$ cat src/rtl/alu_stage_pkg.sv
// Shared definitions for the ALU operand stage: default sizes, FSM states and op encodings.
package alu_stage_pkg;

  localparam int WIDTH = 16;
  localparam int NREGS = 8;
  localparam int REG_AW = $clog2(NREGS);

  typedef enum logic [1:0] {
    IDLE = 2'd0,
    READ = 2'd1,
    EXEC = 2'd2,
    WB   = 2'd3
  } state_t;

  localparam logic OP_ADD = 1'b0;
  localparam logic OP_SUB = 1'b1;

endpackage

$ cat src/rtl/reg_file8x16.sv
// Register file: two operand read ports, one debug read port, one write port; R0 reads as zero.
module reg_file8x16 #(
  parameter int WIDTH = alu_stage_pkg::WIDTH,
  parameter int NREGS = alu_stage_pkg::NREGS
) (
  input  logic                     clk,
  input  logic                     rst,
  input  logic                     i_we,
  input  logic [$clog2(NREGS)-1:0] i_waddr,
  input  logic [WIDTH-1:0]         i_wdata,
  input  logic [$clog2(NREGS)-1:0] i_raddr_a,
  output logic [WIDTH-1:0]         o_rdata_a,
  input  logic [$clog2(NREGS)-1:0] i_raddr_b,
  output logic [WIDTH-1:0]         o_rdata_b,
  input  logic [$clog2(NREGS)-1:0] i_dbg_raddr,
  output logic [WIDTH-1:0]         o_dbg_rdata
);

  logic [WIDTH-1:0] r_mem [NREGS];

  always_ff @(posedge clk) begin
    if (rst) begin
      for (int i = 0; i < NREGS; i++) begin
        r_mem[i] <= '0;
      end
    end else if (i_we && (i_waddr != '0)) begin
      r_mem[i_waddr] <= i_wdata;
    end
  end

  // Index 0 is decoded to a constant so no write path can ever make R0 non-zero.
  assign o_rdata_a   = (i_raddr_a   == '0) ? '0 : r_mem[i_raddr_a];
  assign o_rdata_b   = (i_raddr_b   == '0) ? '0 : r_mem[i_raddr_b];
  assign o_dbg_rdata = (i_dbg_raddr == '0) ? '0 : r_mem[i_dbg_raddr];

endmodule

$ cat src/rtl/alu_operand_stage.sv
// Multi-cycle ALU operand stage: IDLE -> READ -> EXEC -> WB, feeding an external combinational ALU.
module alu_operand_stage #(
  parameter int WIDTH = alu_stage_pkg::WIDTH,
  parameter int NREGS = alu_stage_pkg::NREGS
) (
  input  logic                     clk,
  input  logic                     rst,
  input  logic                     start,
  input  logic                     op_sub,
  input  logic [$clog2(NREGS)-1:0] rs,
  input  logic [$clog2(NREGS)-1:0] rt,
  input  logic [$clog2(NREGS)-1:0] rd,
  input  logic                     ld_en,
  input  logic [$clog2(NREGS)-1:0] ld_addr,
  input  logic [WIDTH-1:0]         ld_data,
  output logic                     ready,
  output logic [WIDTH-1:0]         alu_x,
  output logic [WIDTH-1:0]         alu_y,
  output logic                     alu_fsel,
  input  logic [WIDTH-1:0]         alu_z,
  output logic                     done,
  output logic [WIDTH-1:0]         result,
  input  logic [$clog2(NREGS)-1:0] dbg_raddr,
  output logic [WIDTH-1:0]         dbg_rdata
);

  import alu_stage_pkg::*;

  localparam int AW = $clog2(NREGS);

  state_t           r_state;
  state_t           w_state_nxt;
  logic [AW-1:0]    r_rs;
  logic [AW-1:0]    r_rt;
  logic [AW-1:0]    r_rd;
  logic             r_op;
  logic [WIDTH-1:0] r_a;
  logic [WIDTH-1:0] r_b;
  logic [WIDTH-1:0] r_aluout;

  logic             w_we;
  logic [AW-1:0]    w_waddr;
  logic [WIDTH-1:0] w_wdata;
  logic [WIDTH-1:0] w_rdata_a;
  logic [WIDTH-1:0] w_rdata_b;

  always_ff @(posedge clk) begin
    if (rst) begin
      r_state <= IDLE;
    end else begin
      r_state <= w_state_nxt;
    end
  end

  always_comb begin
    w_state_nxt = r_state;
    ready       = 1'b0;
    done        = 1'b0;
    case (r_state)
      IDLE: begin
        ready = 1'b1;
        if (start) begin
          w_state_nxt = READ;
        end
      end
      READ: w_state_nxt = EXEC;
      EXEC: w_state_nxt = WB;
      WB: begin
        // Gated by rst so an aborting reset in WB never shows a completion.
        done        = !rst;
        w_state_nxt = IDLE;
      end
      default: w_state_nxt = IDLE;
    endcase
  end

  // Instruction latch (IDLE), operand fetch (READ) and result capture (EXEC).
  always_ff @(posedge clk) begin
    if (rst) begin
      r_rs     <= '0;
      r_rt     <= '0;
      r_rd     <= '0;
      r_op     <= OP_ADD;
      r_a      <= '0;
      r_b      <= '0;
      r_aluout <= '0;
    end else begin
      if ((r_state == IDLE) && start) begin
        r_rs <= rs;
        r_rt <= rt;
        r_rd <= rd;
        r_op <= op_sub;
      end
      if (r_state == READ) begin
        r_a <= w_rdata_a;
        r_b <= w_rdata_b;
      end
      if (r_state == EXEC) begin
        r_aluout <= alu_z;
      end
    end
  end

  // External load and writeback share the single write port; they never overlap since
  // loads are only taken in IDLE and writeback only happens in WB.
  always_comb begin
    w_we    = 1'b0;
    w_waddr = '0;
    w_wdata = '0;
    if (!rst) begin
      if ((r_state == IDLE) && ld_en) begin
        w_we    = 1'b1;
        w_waddr = ld_addr;
        w_wdata = ld_data;
      end else if (r_state == WB) begin
        w_we    = 1'b1;
        w_waddr = r_rd;
        w_wdata = r_aluout;
      end
    end
  end

  reg_file8x16 #(
    .WIDTH (WIDTH),
    .NREGS (NREGS)
  ) u_rf (
    .clk         (clk),
    .rst         (rst),
    .i_we        (w_we),
    .i_waddr     (w_waddr),
    .i_wdata     (w_wdata),
    .i_raddr_a   (r_rs),
    .o_rdata_a   (w_rdata_a),
    .i_raddr_b   (r_rt),
    .o_rdata_b   (w_rdata_b),
    .i_dbg_raddr (dbg_raddr),
    .o_dbg_rdata (dbg_rdata)
  );

  assign alu_x    = r_a;
  assign alu_y    = r_b;
  assign alu_fsel = r_op;
  assign result   = r_aluout;

endmodule

$ cat config.mk
export PLATFORM = sky130hd
export DESIGN_NAME = alu_operand_stage
export DESIGN_NICKNAME = d
export VERILOG_FILES = /design/src/rtl/alu_stage_pkg.sv /design/src/rtl/reg_file8x16.sv /design/src/rtl/alu_operand_stage.sv
export SDC_FILE = /design/constraint.sdc
export NUM_CORES = 1
export LEC_CHECK = 0
export CAP_MARGIN = 15
export CELL_PAD_IN_SITES_DETAIL_PLACEMENT = 0
export CELL_PAD_IN_SITES_GLOBAL_PLACEMENT = 1
export CORE_UTILIZATION = 48
export DETAILED_ROUTE_END_ITERATION = 10
export GPL_TIMING_DRIVEN = 0
export PLACE_DENSITY = 0.85
export SYNTH_ARGS = -nofsm -noshare
export SYNTH_HDL_FRONTEND = slang
export SYNTH_SLANG_ARGS = --single-unit
$ cat constraint.sdc
create_clock -name clk -period 4.95 [get_ports clk]
set_clock_uncertainty 0.2 [all_clocks]
set_input_delay 0.99 -clock clk [delete_from_list [all_inputs] [get_ports clk]]
set_output_delay 0.99 -clock clk [all_outputs]
set_load 0.1 [all_outputs]
==> impl_metrics.toml <==
[synthesis]
synthArstFlopShare_pct = 0
synth_warnings = 0
synth_enable_flop_cells = 128
synth.avg_cell_area_um2 = 11.50
synth_cell_type_count = 37
synth_seq_area_share_pct = 52.67
ys_seq_elements = 194
synth_area_um2 = 9807
netlist_instances = 853
ys.flop_type = "sky130_fd_sc_hd__edfxtp_1"

[routing]
detail_route.drc_violations = 0
routed_wirelength_um = 27050
ant_nets = 0
drt-wirelength-per-cell_um = 21.13
first_iter_violations = 911
dr.pass1.iters = 5
vias_per_cell = 5.784
dr_total_vias = 7403

[outcome]
outcome = "finished, final reports clean"

[setup_path]
worst_path_dominant_cell_family = "buffers and inverters"
setup.worst_path.end_class = "output pin"
crit_path_top_delay_cell = "sky130_fd_sc_hd__clkdlybuf4s50_1"
timing.critical_path.slowest_cell_delay_ns = 1.17
worst_ep_required_time_ns = 3.76
wp_buf_inv = 4
path_class = "primary input to output pin"
start_kind = "primary input"
path_cells = "clkbuf_1, clkbuf_1, mux4_2, inv_1, a21oi_1, clkdlybuf4s50_1"
crit_top_cell = "sky130_fd_sc_hd__clkbuf_1"
critical_path.max_fanout = 10
critPathArrivalTime_ns = 3.65

[sta]
finalSetupViolations = 0
period_share_pct = 97.71
achievable-frequency_ghz = 0.2068
hold_viol_final = 0
post-route-min-period_ns = 4.836
timing_worst_slew_pin_value_ns = 1.207
final_critical_path_setup_slack_ns = 0.1136
rsz_0062_raised_after_global_routing = "false"
slew_violations = 0
worst_slew_margin_rel_pct = 19.56

[placement]
pre_cts_ws_ns = -0.3814
post-place-cells = 1249
routabilityCongestion = 0.8689
placement.io_buffers = 116
place_hpwl_um = 19940

[worst_hold_path]
worst_hold_path_type = "flop to flop"

[clock_tree]
clock_tree.buffer_depth = 2
clk-insertion-delay-late_ns = 0.44
clkSlewWorstSetupHoldPaths_ns = 0.07
cts_made_buffers = 17
ctsRootBufferMaster = "sky130_fd_sc_hd__clkbuf_16"
cts_tree = "done"
cts.sinks = 194
clock_tree.htree_level_count = 4

[pwr]
swShare_pct = 37.71
pwr-share-comb_pct = 34.2
net_switching_power_of_the_design_uw = 1967
power_density_nw_per_um2 = 436.3
cellLeakagePower_uw = 0.003948
internal-power_uw = 3250
clock_network_power_share_pct = 27.6
ir_drop_v = 0.0003623
power.sequential.fraction_pct = 38.2

[floorplan]
die-width_um = 144.9
fp-row-count = 51
die_height_um = 144.9
initial_utilization_pct = 49.74
design.die.area_um2 = 21010
fp.coreArea_um2 = 19720
io_pins = 119

[finish]
fillerInstances = 1586
fin_cells = 1280
nets = 1060
antenna_cells = 0
drive_gt1_share_pct = 9.064
area_growth_syn_to_layout_pct = 21.94

[global_routing]
global_route.overflow_total = 0
global_route_wire_length_before_repair_um = 40530
number_of_global_route_vias_before_repair = 7057
number_of_antenna_violations_at_the_first_check_in_global_routing = 0
grt_start_max_net_pins = 17
grtUsageTotal_pct = 25.87

[flow_run]
cap_violations = 0
## worst paths after layout
path              cells past startpoint               startpoint                               to  slack, ns
setup / recovery                      6             dbg_raddr[1]                     dbg_rdata[2]       0.11
setup reg to reg                      7  r_state[0]$_SDFFE_PP0P_  u_rf.r_mem[2][10]$_SDFFCE_PN0P_       1.61
hold reg to reg                       2    alu_fsel$_SDFFE_PP0P_            alu_fsel$_SDFFE_PP0P_       0.26
hold / removal                        2    alu_fsel$_SDFFE_PP0P_            alu_fsel$_SDFFE_PP0P_       0.26
## flip-flops by register name (all words and copies together) (netlist names), named ones only
name / flops
alu_fsel: 1
alu_x: 16
alu_y: 16
r_rd: 3
r_rs: 3
r_rt: 3
r_state: 2
result: 16
u_rf.r_mem: 128
## through the flow
step                TNS, ns  utilization (%)  hold WS (ns)  power [uW]  cell area, um2
floorplan                 0                -        0.2501        3320            9863
global placement     -2.772            57.59        0.2457        3794           11360
detailed placement   -3.079            57.59        0.2511        3809           11360
CTS                       0            60.74        0.2609        5212           11980
global route              0            60.65        0.2803        5393           11960
finish                    0            60.65        0.2580        5218           11960
## final cells by class
class	count	area, um2	area share, %
clock buffer	21	503.0	4.206
multi-input combinational	584	4320	36.13
sequential	194	5165	43.19
timing repair buffer	116	1141	9.542
tap	265	331.6	2.773
buffer	73	314.1	2.626
inverter	17	63.81	0.5336
clock inverter	10	120.1	1.004
## synthesized netlist by cell type (2+ instances only)
cell type / n / area, um2
sky130_fd_sc_hd__a211oi_1: 3 / 22.52
sky130_fd_sc_hd__a21o_1: 16 / 120.1
sky130_fd_sc_hd__a21oi_1: 27 / 135.1
sky130_fd_sc_hd__a221oi_1: 15 / 131.4
sky130_fd_sc_hd__a22oi_1: 65 / 488.0
sky130_fd_sc_hd__a32o_1: 32 / 320.3
sky130_fd_sc_hd__and2_0: 2 / 12.51
sky130_fd_sc_hd__and2_1: 2 / 12.51
sky130_fd_sc_hd__and3_1: 2 / 12.51
sky130_fd_sc_hd__buf_1: 4 / 15.01
sky130_fd_sc_hd__buf_2: 14 / 70.07
sky130_fd_sc_hd__buf_6: 3 / 33.78
sky130_fd_sc_hd__clkbuf_1: 52 / 195.2
sky130_fd_sc_hd__dfxtp_1: 66 / 1321
sky130_fd_sc_hd__edfxtp_1: 128 / 3844
sky130_fd_sc_hd__ha_1: 5 / 62.56
sky130_fd_sc_hd__inv_1: 17 / 63.81
sky130_fd_sc_hd__mux2_2: 16 / 180.2
sky130_fd_sc_hd__mux2i_1: 146 / 1461
sky130_fd_sc_hd__mux4_2: 16 / 360.4
sky130_fd_sc_hd__nand2_1: 39 / 146.4
sky130_fd_sc_hd__nand2b_1: 8 / 50.05
sky130_fd_sc_hd__nand3_1: 17 / 85.08
sky130_fd_sc_hd__nand3b_1: 3 / 22.52
sky130_fd_sc_hd__nor2_1: 135 / 506.7
sky130_fd_sc_hd__nor2b_1: 7 / 43.79
sky130_fd_sc_hd__nor3_1: 3 / 15.01
## power groups by stage
| stage | logic [uW] | registers, uW | clock network, uW |
|---|---|---|---|
| after floorplan | 898 | 2420 | 0 |
| after CTS | 1780 | 1990 | 1440 |
| after global routing | 1880 | 2010 | 1500 |
| after global placement | 1770 | 2020 | 0 |
| final | 1790 | 1990 | 1440 |
| after detailed placement | 1780 | 2030 | 0 |
## placed cells by master, fill, tap and decap left out, types with 6 or more instances in the layout
cell	count
sky130_fd_sc_hd__a22oi_1	65
sky130_fd_sc_hd__nand3_1	17
sky130_fd_sc_hd__edfxtp_1	128
sky130_fd_sc_hd__clkbuf_2	6
sky130_fd_sc_hd__buf_2	14
sky130_fd_sc_hd__nand2_1	39
sky130_fd_sc_hd__a21oi_1	27
sky130_fd_sc_hd__mux2_2	16
sky130_fd_sc_hd__clkbuf_16	19
sky130_fd_sc_hd__dfxtp_1	66
sky130_fd_sc_hd__nor2b_1	7
sky130_fd_sc_hd__inv_1	17
sky130_fd_sc_hd__a21o_1	16
sky130_fd_sc_hd__a221oi_1	15
sky130_fd_sc_hd__mux2i_1	146
sky130_fd_sc_hd__mux4_2	16
sky130_fd_sc_hd__clkdlybuf4s50_1	104
sky130_fd_sc_hd__nand2b_1	8
sky130_fd_sc_hd__nor2_1	135
sky130_fd_sc_hd__clkbuf_1	52
sky130_fd_sc_hd__a32o_1	32
sky130_fd_sc_hd__conb_1	16
## layer usage
| metal | up-vias | part of all wire, % | global-route usage, % |
|---|---|---|---|
| li1 | 3496 | - | - |
| met1 | 3502 | 44 | 36.05 |
| met2 | 361 | 45 | 40.34 |
| met3 | 44 | 8.9 | 5.031 |
| met4 | 0 | 2.1 | 8.670 |
| met5 | - | 0 | 0 |
## cells by family (layout without fill, tap and decap cells)
family                     count (synthesis)  count (layout)  share of synthesized area (%)
DFF                                      194             194                          52.67
adders and majority gates                  5               5                         0.6379
AOI/OAI and AO/OA                        163             163                          12.81
muxes                                    178             178                          20.41
and+or+nand+nor                          222             222                          9.582
buffers and inverters                     90             237                          3.853
other                                      1              16                        0.03824
## worst register-to-register path, stage by stage, from the launching register on
cell and delay, ns:
sky130_fd_sc_hd__dfxtp_1 0.36, sky130_fd_sc_hd__inv_1 0.10, sky130_fd_sc_hd__ha_1 0.31, sky130_fd_sc_hd__nand2_1 0.15
sky130_fd_sc_hd__clkbuf_1 0.39, sky130_fd_sc_hd__a31o_2 0.23, sky130_fd_sc_hd__nand3_1 0.37, sky130_fd_sc_hd__nand2b_1 0.86
## what timing repair did
| item | in CTS | in global routing |
|---|---|---|
| pin swaps | 0 | 0 |
| gates resized for setup | 18 | 14 |
| setup endpoints to repair | 10 | 8 |
| cloned | 0 | 0 |
| setup buffers | 0 | 0 |
| hold buffers | 0 | 0 |
Note: power is estimated with default switching activity, not from simulation.
